**src/rtl/hex_display_pkg.sv**
```systemverilog
// Shared constants and hex-to-segment table for the display_hex lab.
package hex_display_pkg;

    localparam logic [0:6] SEG_BLANK  = 7'b1111111;
    localparam logic [3:0] ANODES_OFF = 4'b1111;

    // Active-low cathode patterns, bit 0 = segment a ... bit 6 = segment g.
    function automatic logic [0:6] hex_seg(input logic [3:0] nib);
        logic [0:6] s;
        s = SEG_BLANK;
        unique case (nib)
            4'h0: s = 7'b0000001;
            4'h1: s = 7'b1001111;
            4'h2: s = 7'b0010010;
            4'h3: s = 7'b0000110;
            4'h4: s = 7'b1001100;
            4'h5: s = 7'b0100100;
            4'h6: s = 7'b0100000;
            4'h7: s = 7'b0001111;
            4'h8: s = 7'b0000000;
            4'h9: s = 7'b0000100;
            4'hA: s = 7'b0001000;
            4'hB: s = 7'b1100000;
            4'hC: s = 7'b0110001;
            4'hD: s = 7'b1000010;
            4'hE: s = 7'b0110000;
            4'hF: s = 7'b0111000;
        endcase
        return s;
    endfunction

endpackage

```
**src/rtl/hex_display_seg7_hex_decode.sv**
```systemverilog
// Combinational nibble to active-low 7-segment pattern decoder.
module seg7_hex_decode
    import hex_display_pkg::*;
(
    input  logic [3:0] nib_i,
    output logic [0:6] seg_o
);

    always_comb begin
        seg_o = hex_seg(nib_i);
    end

endmodule

```
**src/rtl/hex_display_top.sv**
```systemverilog
// Four-digit multiplexed hex display driver, SW nibble i on digit i.
// Build option SW_SYNC_EN adds a 2-flop synchronizer on SW.
module hex_display_top
    import hex_display_pkg::*;
#(
    parameter int unsigned DIV_BITS = 17
) (
    input  logic        CLK100MHZ,
    input  logic        reset,
    input  logic [15:0] SW,
    output logic [0:6]  sevenSeg,
    output logic [3:0]  AN
);

    localparam int unsigned CW = DIV_BITS + 2;

    logic [CW-1:0] cnt_q, cnt_d;
    logic [1:0]    sel;
    logic [15:0]   sw_use;
    logic [3:0]    nib;
    logic [0:6]    seg_dec;
    logic [3:0]    an_q, an_d;
    logic [0:6]    seg_q, seg_d;

`ifdef SW_SYNC_EN
    logic [15:0] sync1_q, sync2_q;

    always_ff @(posedge CLK100MHZ) begin
        if (reset) begin
            sync1_q <= '0;
            sync2_q <= '0;
        end else begin
            sync1_q <= SW;
            sync2_q <= sync1_q;
        end
    end

    assign sw_use = sync2_q;
`else
    assign sw_use = SW;
`endif

    assign sel = cnt_q[CW-1 -: 2];
    assign nib = sw_use[{sel, 2'b00} +: 4];

    seg7_hex_decode u_dec (
        .nib_i (nib),
        .seg_o (seg_dec)
    );

    always_comb begin
        cnt_d = cnt_q + CW'(1);
        an_d  = ~(4'b0001 << sel);
        seg_d = seg_dec;
    end

    always_ff @(posedge CLK100MHZ) begin
        if (reset) begin
            cnt_q <= '0;
            an_q  <= ANODES_OFF;
            seg_q <= SEG_BLANK;
        end else begin
            cnt_q <= cnt_d;
            an_q  <= an_d;
            seg_q <= seg_d;
        end
    end

    assign AN       = an_q;
    assign sevenSeg = seg_q;

endmodule

```
**config.mk**
```make
export PLATFORM = sky130hd
export DESIGN_NAME = hex_display_top
export DESIGN_NICKNAME = d
export VERILOG_FILES = /design/src/rtl/hex_display_pkg.sv /design/src/rtl/hex_display_seg7_hex_decode.sv /design/src/rtl/hex_display_top.sv
export SDC_FILE = /design/constraint.sdc
export NUM_CORES = 1
export LEC_CHECK = 0
export ABC_AREA = 1
export BUFFER_PORTS_ARGS = -buffer_cell sky130_fd_sc_hd__buf_2
export CAP_MARGIN = 20
export CELL_PAD_IN_SITES_DETAIL_PLACEMENT = 1
export CELL_PAD_IN_SITES_GLOBAL_PLACEMENT = 1
export CORE_MARGIN = 1.5
export CORE_UTILIZATION = 30
export DETAILED_ROUTE_END_ITERATION = 12
export MAX_ROUTING_LAYER = met4
export PLACE_DENSITY_LB_ADDON = 0.2
export SYNTH_ARGS = -nofsm -noshare
export SYNTH_HDL_FRONTEND = slang
export SYNTH_HIERARCHICAL = 1
export SYNTH_SLANG_ARGS = --single-unit
```
**constraint.sdc**
```tcl
create_clock -name CLK100MHZ -period 3.11 [get_ports CLK100MHZ]
set_input_delay 0.1555 -clock CLK100MHZ [delete_from_list [all_inputs] [get_ports CLK100MHZ]]
set_output_delay 0.1555 -clock CLK100MHZ [all_outputs]
set_load 0.005 [all_outputs]
```
## Word-level counts from Yosys, hierarchy flattened

Memory sizes are Yosys's and may differ from the RTL's. A register that Yosys moved wholly into a read port is not among the register bits.
Cells that the tools add are included.

- Bits in registers: 23
- ROM bits: 112
- Input bits: 18
- Output and inout port bits: 11
- Logic and storage cells: 7
- Memories kept: 1

Memories:

| name | words | bits a word | read ports | clocked after Yosys merged registers in | write ports | line | source |
|---|---|---|---|---|---|---|---|
| (no name shown) | 16 | 7 | 1 | 1 | 0 | hex_display_pkg.sv:11 | `unique case (nib)` |

- Add/sub/neg operators: 1
- Shift-type cells: 2
- Bitwise logic cells: 1

Operators with widths:

| cell | number |
|---|---|
| adder 19 x 1 -> 19 bit, second input constant | 1 |
| variable part select 16 x 5 -> 4 bit | 1 |
| NOT 4 bit | 1 |
| << shifter 1 x 2 -> 4 bit, first input constant | 1 |

## Longest topological paths before layout

Gate-level depths: netlist of the first run.

- Depth after elaboration: 2
- Mapped depth: 12
- Mapped depth without buffers: 12

## Cells and area by module

The synthesis of the first run kept the hierarchy.

Modules (own cells, without submodules):

| module | times used | cells each | area an instance (um^2) | seq. area each (um^2) |
|---|---|---|---|---|
| hex_display_top | 1 | 181 | 1335.0 | 600.6 |
| seg7_hex_decode | 1 | 49 | 274.0 | 0.0 |

## Least setup slack after synthesis of the first run

No wires, ideal clock.

- Kind: register to register
- From: reg cnt_q[17]
- To: reg seg_q, in the netlist sevenSeg[3]
- Setup time: 0.123 ns
- Arrival time: 1.707 ns
- Data required time: 2.987 ns
- Path slack: 1.279 ns
- Stages on the path, launching flop included: 11
- Path buffers: 0
- Clock period less this slack: 1.831 ns
- Path through: dfxtp_1 -> inv_1 -> nor2_1 -> nand2_1 -> nand4_1 -> inv_1 -> ha_1 -> nand2_1 -> nand3_1 -> nand2_1 -> or2_2

- Cells in the longest elaborated chain, start to end: 1

Ends and longest elaborated chain:

| what | line | source |
|---|---|---|
| start, declared | hex_display_top.sv:17 | `logic [CW-1:0] cnt_q, cnt_d;` |
| start signal, assigned | hex_display_top.sv:63 | `cnt_q <= cnt_d;` |
| variable part select 16 x 5 -> 4 bit | hex_display_top.sv:44 | `assign nib = sw_use[{sel, 2'b00} +: 4];` |
| named net nib[1] | hex_display_top.sv:20 | `logic [3:0] nib;` |
| end, declared | hex_display_top.sv:23 | `logic [0:6] seg_q, seg_d;` |

The timed path passes the listed nets, and every way through them passes these cells.
A chain may end at the register's enable or synchronous reset.

## Worst setup path after layout of the first run

- From: reg cnt_q[17]
- To: reg seg_q, in the netlist sevenSeg[0]

The elaborated chain is that of the path after synthesis.

==> metrics, run 1 <==
status finished, final reports clean; max_slew headroom 0.722; Hold Violations, Final 0; synth unique cells 27; Critical Path RT 3270 ps; root buffer cell clkbuf_8; Avg Inst Size Synth approximately 7 um^2; WHS Endpoint cnt_q[0]; CTS Sinks 30; startpoint types flip-flop; Die H roughly 76 um; setup tns final 0 ps; CP Capture Type flip-flop; setup slack after layout 1010 ps; WHS Path Cells 2; I/O Pins 29; r2r setup slk 1010 ps; hold-fix buffers at CTS 0; VDD IR max between 0.2 and 0.25 mV; Slew @ Worst Pin a little over 400 ps; Post-synth EDFFs 0; ANT cells 0; # fillers 675; commonest cells after routing, fill and taps aside 57 x nand2_1, 30 x dfxtp_1, 28 x nor2_1, 28 x buf_2, 27 x inv_1; Pre-antenna DRT Iters 4; P&R area growth vs syn 17.8%; CTS tree done; RSZ-0062 raised after global routing no; Synth Warn # 6; top fanout value on the critical path 6; clock buffer depth 2; reg-to-reg endpoint sevenSeg[0]; PwrDens 419 nW/um^2; RD Place Congestion 0.757; flops & latches, synth 30; CTS clk-pin slew, worst paths 70 ps; syn nets 256; WL/cell 11.4 um; Cells after Synth 230; # resized after CTS 0; remaining antenna violation count 0; DRC 0; initial antenna violation count 0; gr usage total 0.150; share of cells above drive strength 1 0.222; Static Leak 0.851 nW; pin count of the biggest net entering global routing 20; maxcap violations 0; sequential area share after synthesis 0.373; DP Worst Slack 998 ps; final wirelength 3.78 mm; Util after Layout 0.369; fin nets 286; Worst R2R Start cnt_q[17]; Final Setup Violations 0; Total Power between 700 and 800 uW; first-pass GRT wire length 6.89 mm; CTS buffer count 5; initial drt markers 49; top_reg_cell synth dfxtp_1; Initial Utilization 0.313; number of I/O port buffers 28; Mapped Area roughly 1600 um^2; post-detail-place hpwl roughly 3 mm; die area a little under 6000 um^2; Slew Viols, Final 0; vias per cell 4.54; H-tree levels 2; routed vias 1502; vias in the first global route 1514; Crit Path Class flip-flop to flip-flop; Max Clock Skew around 5.7 ps; Tcrit/Tclk final 0.675; core area 5140 um^2; Tmin final 2100 ps; hold wc startpoint reset; CP Data Arrival Time 2260 ps; HP Class input pin to flip-flop; R2R depth 11; row cnt 26; grt ovf 0; most common cell after layout, fill and taps aside nand2_1; postcts setup bufs 0; Die W 76.2 um; Clk Latency, worst-skew pair 270 ps; asr flop ratio synth 0; FMAX 0.477 GHz
cell families after synthesis:
group | Yosys count | share of synthesized area
fa+ha+maj | 8 | 0.0622
simple gates | 128 | 0.363
compound gates | 27 | 0.0972
xor+xnor | 3 | 0.0163
flops | 30 | 0.373
buf+inv | 34 | 0.0879
state kept, by name (all words and copies together), names as in the netlist:
name and count:
sevenSeg 7, cnt_q 19, AN 4
worst max-delay path, stage by stage, from the launching register on:
cell	delay, ps
dfxtp_1	410
inv_1	80
nor2_1	250
nand2_1	80
nand4_1	230
inv_1	160
ha_1	210
inv_1	90
nand2_1	80
nand3_1	90
nand2_1	50
or2_2	260
synth_stat cells, types with 2 or more instances:
master	instances	area share
inv_1	27	0.063
a21oi_1	10	0.031
nor2_4	3	0.021
or2_2	7	0.027
inv_2	2	0.0047
nor2_2	3	0.012
xor2_1	2	0.011
nand3_1	18	0.056
a22oi_1	5	0.023
nand2_2	6	0.023
nand2_1	57	0.13
ha_1	8	0.062
buf_2	2	0.0062
o21ai_0	8	0.025
dfxtp_1	30	0.37
nor2_1	28	0.065
nand4_1	4	0.016
worst max path at each step:
stage,start,endpoint,slack [ps],depth (start not counted)
floorplan,cnt_q[17],sevenSeg[3],1280,10
global placement,cnt_q[17],sevenSeg[0],1080,11
detailed placement,cnt_q[17],sevenSeg[3],1000,10
CTS,cnt_q[17],sevenSeg[3],990,10
global route,cnt_q[17],sevenSeg[3],750,10
finish,cnt_q[17],sevenSeg[0],1010,11
power breakdown:
part | internal, mW | total, mW | switching (mW)
Combinational | 0.0318 | 0.0736 | 0.0418
Clock | 0.178 | 0.320 | 0.142
Sequential | 0.396 | 0.401 | 0.00519
final cells by class:
type                            count  area [um^2]  area share
Sequential cell                    30          601       0.317
Clock buffer                        7         86.3      0.0455
Multi-Input combinational cell    166          867       0.457
Timing Repair Buffer               28          140      0.0739
Clock inverter                      1         5.00     0.00264
Tap cell                           70         87.6      0.0462
Inverter                           29          109      0.0574
per-stage QoR:
stage	std cells	cell area [um^2]	hold WS, ps
after floorplan	230	1610	430
after global placement	323	1800	445
after detailed placement	323	1800	453
after CTS	331	1900	268
after global routing	331	1900	297
final	331	1900	249
layer usage:
layer / up-vias / GRT usage / share of wire
met5: - / - / 0
met4: 0 / 0.0333 / 0.0048
met3: 4 / 0.0359 / 0.024
met2: 14 / 0.237 / 0.46
met1: 703 / 0.195 / 0.51
li1: 781 / - / -
Power figures use the tool's default switching activity.
==> run 2: changes to the inputs <==
clock period = 1.92 ns   (was 3.11 ns; I/O delays follow)
==> run 2 against run 1 <==
- critical path type unchanged
- utilization is 1.9 points higher
- combinational power is 82% higher
- wire length is 4.4% higher
- register-to-register slack worse by 900 ps
- non-clock buffer count is 10 higher
- first-iteration DRC count is 47% lower
- highest routed layer is now met3
- sequential share of layout area is 1.3 points lower
- sequential cell count stayed put
- fmax is 16% higher
==> metrics, run 2 (same netlist as run 1, synthesis figures left out) <==
Die H around 76 um; core area 5140 um^2; Crit Path Class flip-flop to flip-flop; register with the most flip-flops cnt_q; initial drt markers 26; Final Setup Violations 0; Post-DP Area 1850 um^2; DRC 0; I/O Pins 29; grt ovf 0; ANT cells 0; gr usage total 0.141; Slew Viols, Final 0; setup tns final 0 ps; Critical Path RT 2080 ps; die area around 5800 um^2; CP Capture Type flip-flop; routed vias 1500; RD Place Congestion 0.791; max_slew headroom 0.733; root buffer cell clkbuf_8; first-pass GRT wire length about 6.5 mm; row cnt 26; startpoint types flip-flop; max reg flops 19; fin area 2000 um^2; CTS buffer count 5; HP Class input pin to flip-flop; commonest cells after routing, fill and taps aside 56 x nand2_1, 28 x dfxtp_1, 28 x buf_2, 27 x nor2_1, 22 x inv_1; status finished, final reports clean; clock buffer depth 2; fin nets 296; vias per cell around 4.4; CTS Sinks 30; DP Worst Slack about 18 ps; pin count of the biggest net entering global routing 20; post-detail-place hpwl 3.03 mm; most common cell after layout, fill and taps aside nand2_1; R2R depth 10; Hold Violations, Final 0; P&R area growth vs syn 24.0%; CP Data Arrival Time 1970 ps; number of I/O port buffers 28; CTS tree done; FMAX 0.554 GHz; top fanout value on the critical path 6; Initial Utilization 0.313; remaining antenna violation count 0; Clk Latency, worst-skew pair ~270 ps; Tcrit/Tclk final 0.940; Static Leak about 0.90 nW; WL/cell 11.6 um; CTS clk-pin slew, worst paths 70 ps; Max Clock Skew between 3 and 4 ps; VDD IR max 0.387 mV; Die W approximately 76 um; RSZ-0062 raised after global routing no; Total Power 1.31 mW; share of cells above drive strength 1 0.292; maxcap violations 0; H-tree levels 2; Tmin final 1800 ps; WHS Path Cells 2; vias in the first global route 1423; initial antenna violation count 0; setup slack after layout 115 ps; PwrDens approximately 660 nW/um^2; Slew @ Worst Pin 399 ps; final wirelength around 3.9 mm; Pre-antenna DRT Iters 4
[run 2: cell types whose count changed in the layout (fill, tap and decap cells not counted), moves of 2 or more]
cell	delta
buf_4	+10
dfxtp_1	-2
inv_1	-5
inv_2	+5
[run 2: final timing paths]
| path | start | endpoint | slack, ps |
|---|---|---|---|
| worst min-delay path | reset | cnt_q[0] | 200 |
| worst max register to register | cnt_q[18] | sevenSeg[3] | 120 |
| worst max-delay path | cnt_q[18] | sevenSeg[3] | 120 |
| worst min register to register | cnt_q[0] | cnt_q[0] | 460 |
[run 2: worst max-delay path, cell delays in order (launching register included)]
cell and delay (ps):
dfxtp_4 370, nor2_1 200, a22oi_2 120, nand3_2 110, buf_4 110, inv_2 50
ha_1 290, nand2_1 50, nand3_1 70, nand2_1 50, or2_2 270
[run 2: per-layer routing]
metal,GRT usage,wire length [um],share of wire,vias to the layer above
met5,-,0,0,-
met4,0.0222,0,0,0
met3,0.0431,108,0.027,0
met2,0.217,1820,0.46,15
met1,0.187,2020,0.51,682
li1,-,-,-,803
[run 2: layout make-up]
| type | instances | area (um^2) |
|---|---|---|
| tap | 70 | 87.6 |
| fill | 694 | 3140 |
| clock buffer | 7 | 86.3 |
| sequential | 30 | 606 |
| timing repair buffer | 38 | 215 |
| multi-input combinational | 166 | 887 |
| inverter | 29 | 109 |
| clock inverter | 1 | 5.00 |
[run 2: power by group]
| part | internal (mW) | switching (mW) |
|---|---|---|
| clock network | 0.289 | 0.240 |
| registers | 0.639 | 0.00822 |
| logic | 0.0618 | 0.0722 |
| total | 0.990 | 0.321 |
[run 2: stage by stage]
| stage | cells | hold slack [ps] | util |
|---|---|---|---|
| 2_1_floorplan | 230 | 380 | - |
| 6_report | 341 | 198 | 0.388 |
| 3_3_place_gp | 329 | 445 | 0.360 |
| 3_5_place_dp | 329 | 455 | 0.360 |
| 5_1_grt | 341 | 236 | 0.388 |
| 4_1_cts | 337 | 199 | 0.378 |
[run 2: repair_timing]
item,CTS,global route
buffers inserted,0,4
setup endpoints to repair,0,7
resized for setup,0,13
hold buffers,0,0
==> run 3: changes to the inputs <==
CELL_PAD_IN_SITES_DETAIL_PLACEMENT = default   (was 1)
CELL_PAD_IN_SITES_GLOBAL_PLACEMENT = default   (was 1)
CORE_UTILIZATION = 49   (was 30)
==> run 3 against run 2 <==
- combinational power down 8%
- register-to-register slack better by 20 ps
- via count down 1.7%
- global-route usage up 5.9 points
- clock skew up 3.1 ps
- sequential cell count unchanged
- setup slack better by 23 ps
- final area down 6.1%
- critical endpoint is now sevenSeg[0]
==> metrics, run 3 (same netlist as run 1, synthesis figures left out) <==
I/O Pins 29; share of cells above drive strength 1 0.263; DRC 0; HP Class input pin to flip-flop; register with the most flip-flops cnt_q; Worst setup startpoint cnt_q[18]; VDD IR max 0.394 mV; Tcrit/Tclk final 0.928; clock buffer depth 2; top fanout value on the critical path 6; PwrDens 593 nW/um^2; critical path's slowest cell dfxtp_2; CP cell instances nor2_2 > a22oi_1 > nand3_1 > buf_4 > ha_1 > inv_2 > nand2_1 > nand3_1 > nand2_1 > or2_2; initial drt markers 105; most common cell after layout, fill and taps aside nand2_1; initial antenna violation count 0; M1 GR Usage 0.264; Total Power roughly 1.1 mW; # resized after CTS 0; maxcap violations 0; CTS Sinks 30; max_slew headroom 0.755; max reg flops 19; Critical Path End sevenSeg[0]; Slew @ Worst Pin ~370 ps; commonest cells after routing, fill and taps aside 55 x nand2_1, 28 x dfxtp_1, 28 x buf_2, 26 x nor2_1, 25 x inv_1; first-pass GRT wire length 5.30 mm; Clk Latency, worst-skew pair 320 ps; GR peak layer met2; ANT cells 0; WL/cell 10.2 um; Initial Utilization 0.523; setup tns final 0 ps; Critical Path RT 2140 ps; hold-fix buffers at CTS 0; pin count of the biggest net entering global routing 20; r2r setup slk 140 ps; Die H 60.3 um; Crit Path Class flip-flop to flip-flop; Die W 60.3 um; gr usage total 0.200; Hold Violations, Final 0; core area roughly 3000 um^2; grt ovf 0; CTS clk-pin slew, worst paths 90 ps; Slew Viols, Final 0; cell family with most CP delay simple AND/OR/NAND/NOR gates; status finished, final reports clean; CP Data Arrival Time 2000 ps; worst path bufs/invs 2; GR Util met3 0.0390; number of I/O port buffers 28; DP Worst Slack 85.3 ps; vias in the first global route 1242; root buffer cell clkbuf_4; Pre-antenna DRT Iters 4; Static Leak 0.856 nW; final wirelength 3.16 mm; row cnt 20; RSZ-0062 raised after global routing no; setup slack after layout 139 ps; fin nets 292; vias per cell 4.76; R2R depth 10; Crit path largest cell delay approximately 390 ps; Worst R2R Start cnt_q[18]; startpoint types flip-flop; post-detail-place hpwl 2.33 mm; Global Route met2 Usage 0.293; postcts setup bufs 0; die area ~3600 um^2; Final Setup Violations 0; routed vias approximately 1500; H-tree levels 2; CTS buffer count 5; P&R area growth vs syn 16.5%; CTS tree done; reg-to-reg endpoint sevenSeg[0]; WP depth 10; FMAX 0.561 GHz; CP Capture Type flip-flop; RD Place Congestion 0.927; remaining antenna violation count 0; Tmin final about 1800 ps; Max Clock Skew 6.85 ps
## run 3: cell type report
type / count / area [um^2]
fillers: 285 / 1200
repair buffers: 34 / 185
multi-input cells: 166 / 877
clock buffers: 7 / 45.0
inverters: 29 / 109
flip-flops and latches: 30 / 603
well taps: 44 / 55.1
## run 3: per-stage QoR
stage	util	std cells	hold WS [ps]	area (um^2)
finish	0.609	310	138	1870
CTS	0.605	310	135	1860
global placement	0.590	303	445	1820
global route	0.609	310	146	1870
floorplan	-	230	380	1610
detailed placement	0.590	303	458	1820
## run 3: worst register-to-register path, cell delays in order (launching register included)
cell and delay (ps):
dfxtp_2 390, nor2_2 70, a22oi_1 160, nand3_1 110, buf_4 160, ha_1 200
inv_2 80, nand2_1 90, nand3_1 110, nand2_1 60, or2_2 260
## run 3: layer usage
metal | routed length (um) | share of wire
met1 | 1600 | 0.51
met2 | 1400 | 0.44
met3 | 101 | 0.032
met4 | 53 | 0.017
met5 | 0 | 0
## run 3: report_power, final
group | internal, mW | switching (mW)
logic | 0.0562 | 0.0673
clock network | 0.138 | 0.204
registers | 0.640 | 0.00739
total | 0.834 | 0.278
## run 3: worst min path at each step
stage               startpoint  endpoint  slack (ps)  cells after the start
global placement      cnt_q[0]  cnt_q[0]         440                      1
detailed placement    cnt_q[0]  cnt_q[0]         460                      1
finish                   reset  cnt_q[0]         140                      2
floorplan                AN[0]     AN[0]         380                      0
CTS                      reset  cnt_q[0]         140                      2
global route             reset  cnt_q[1]         150                      2
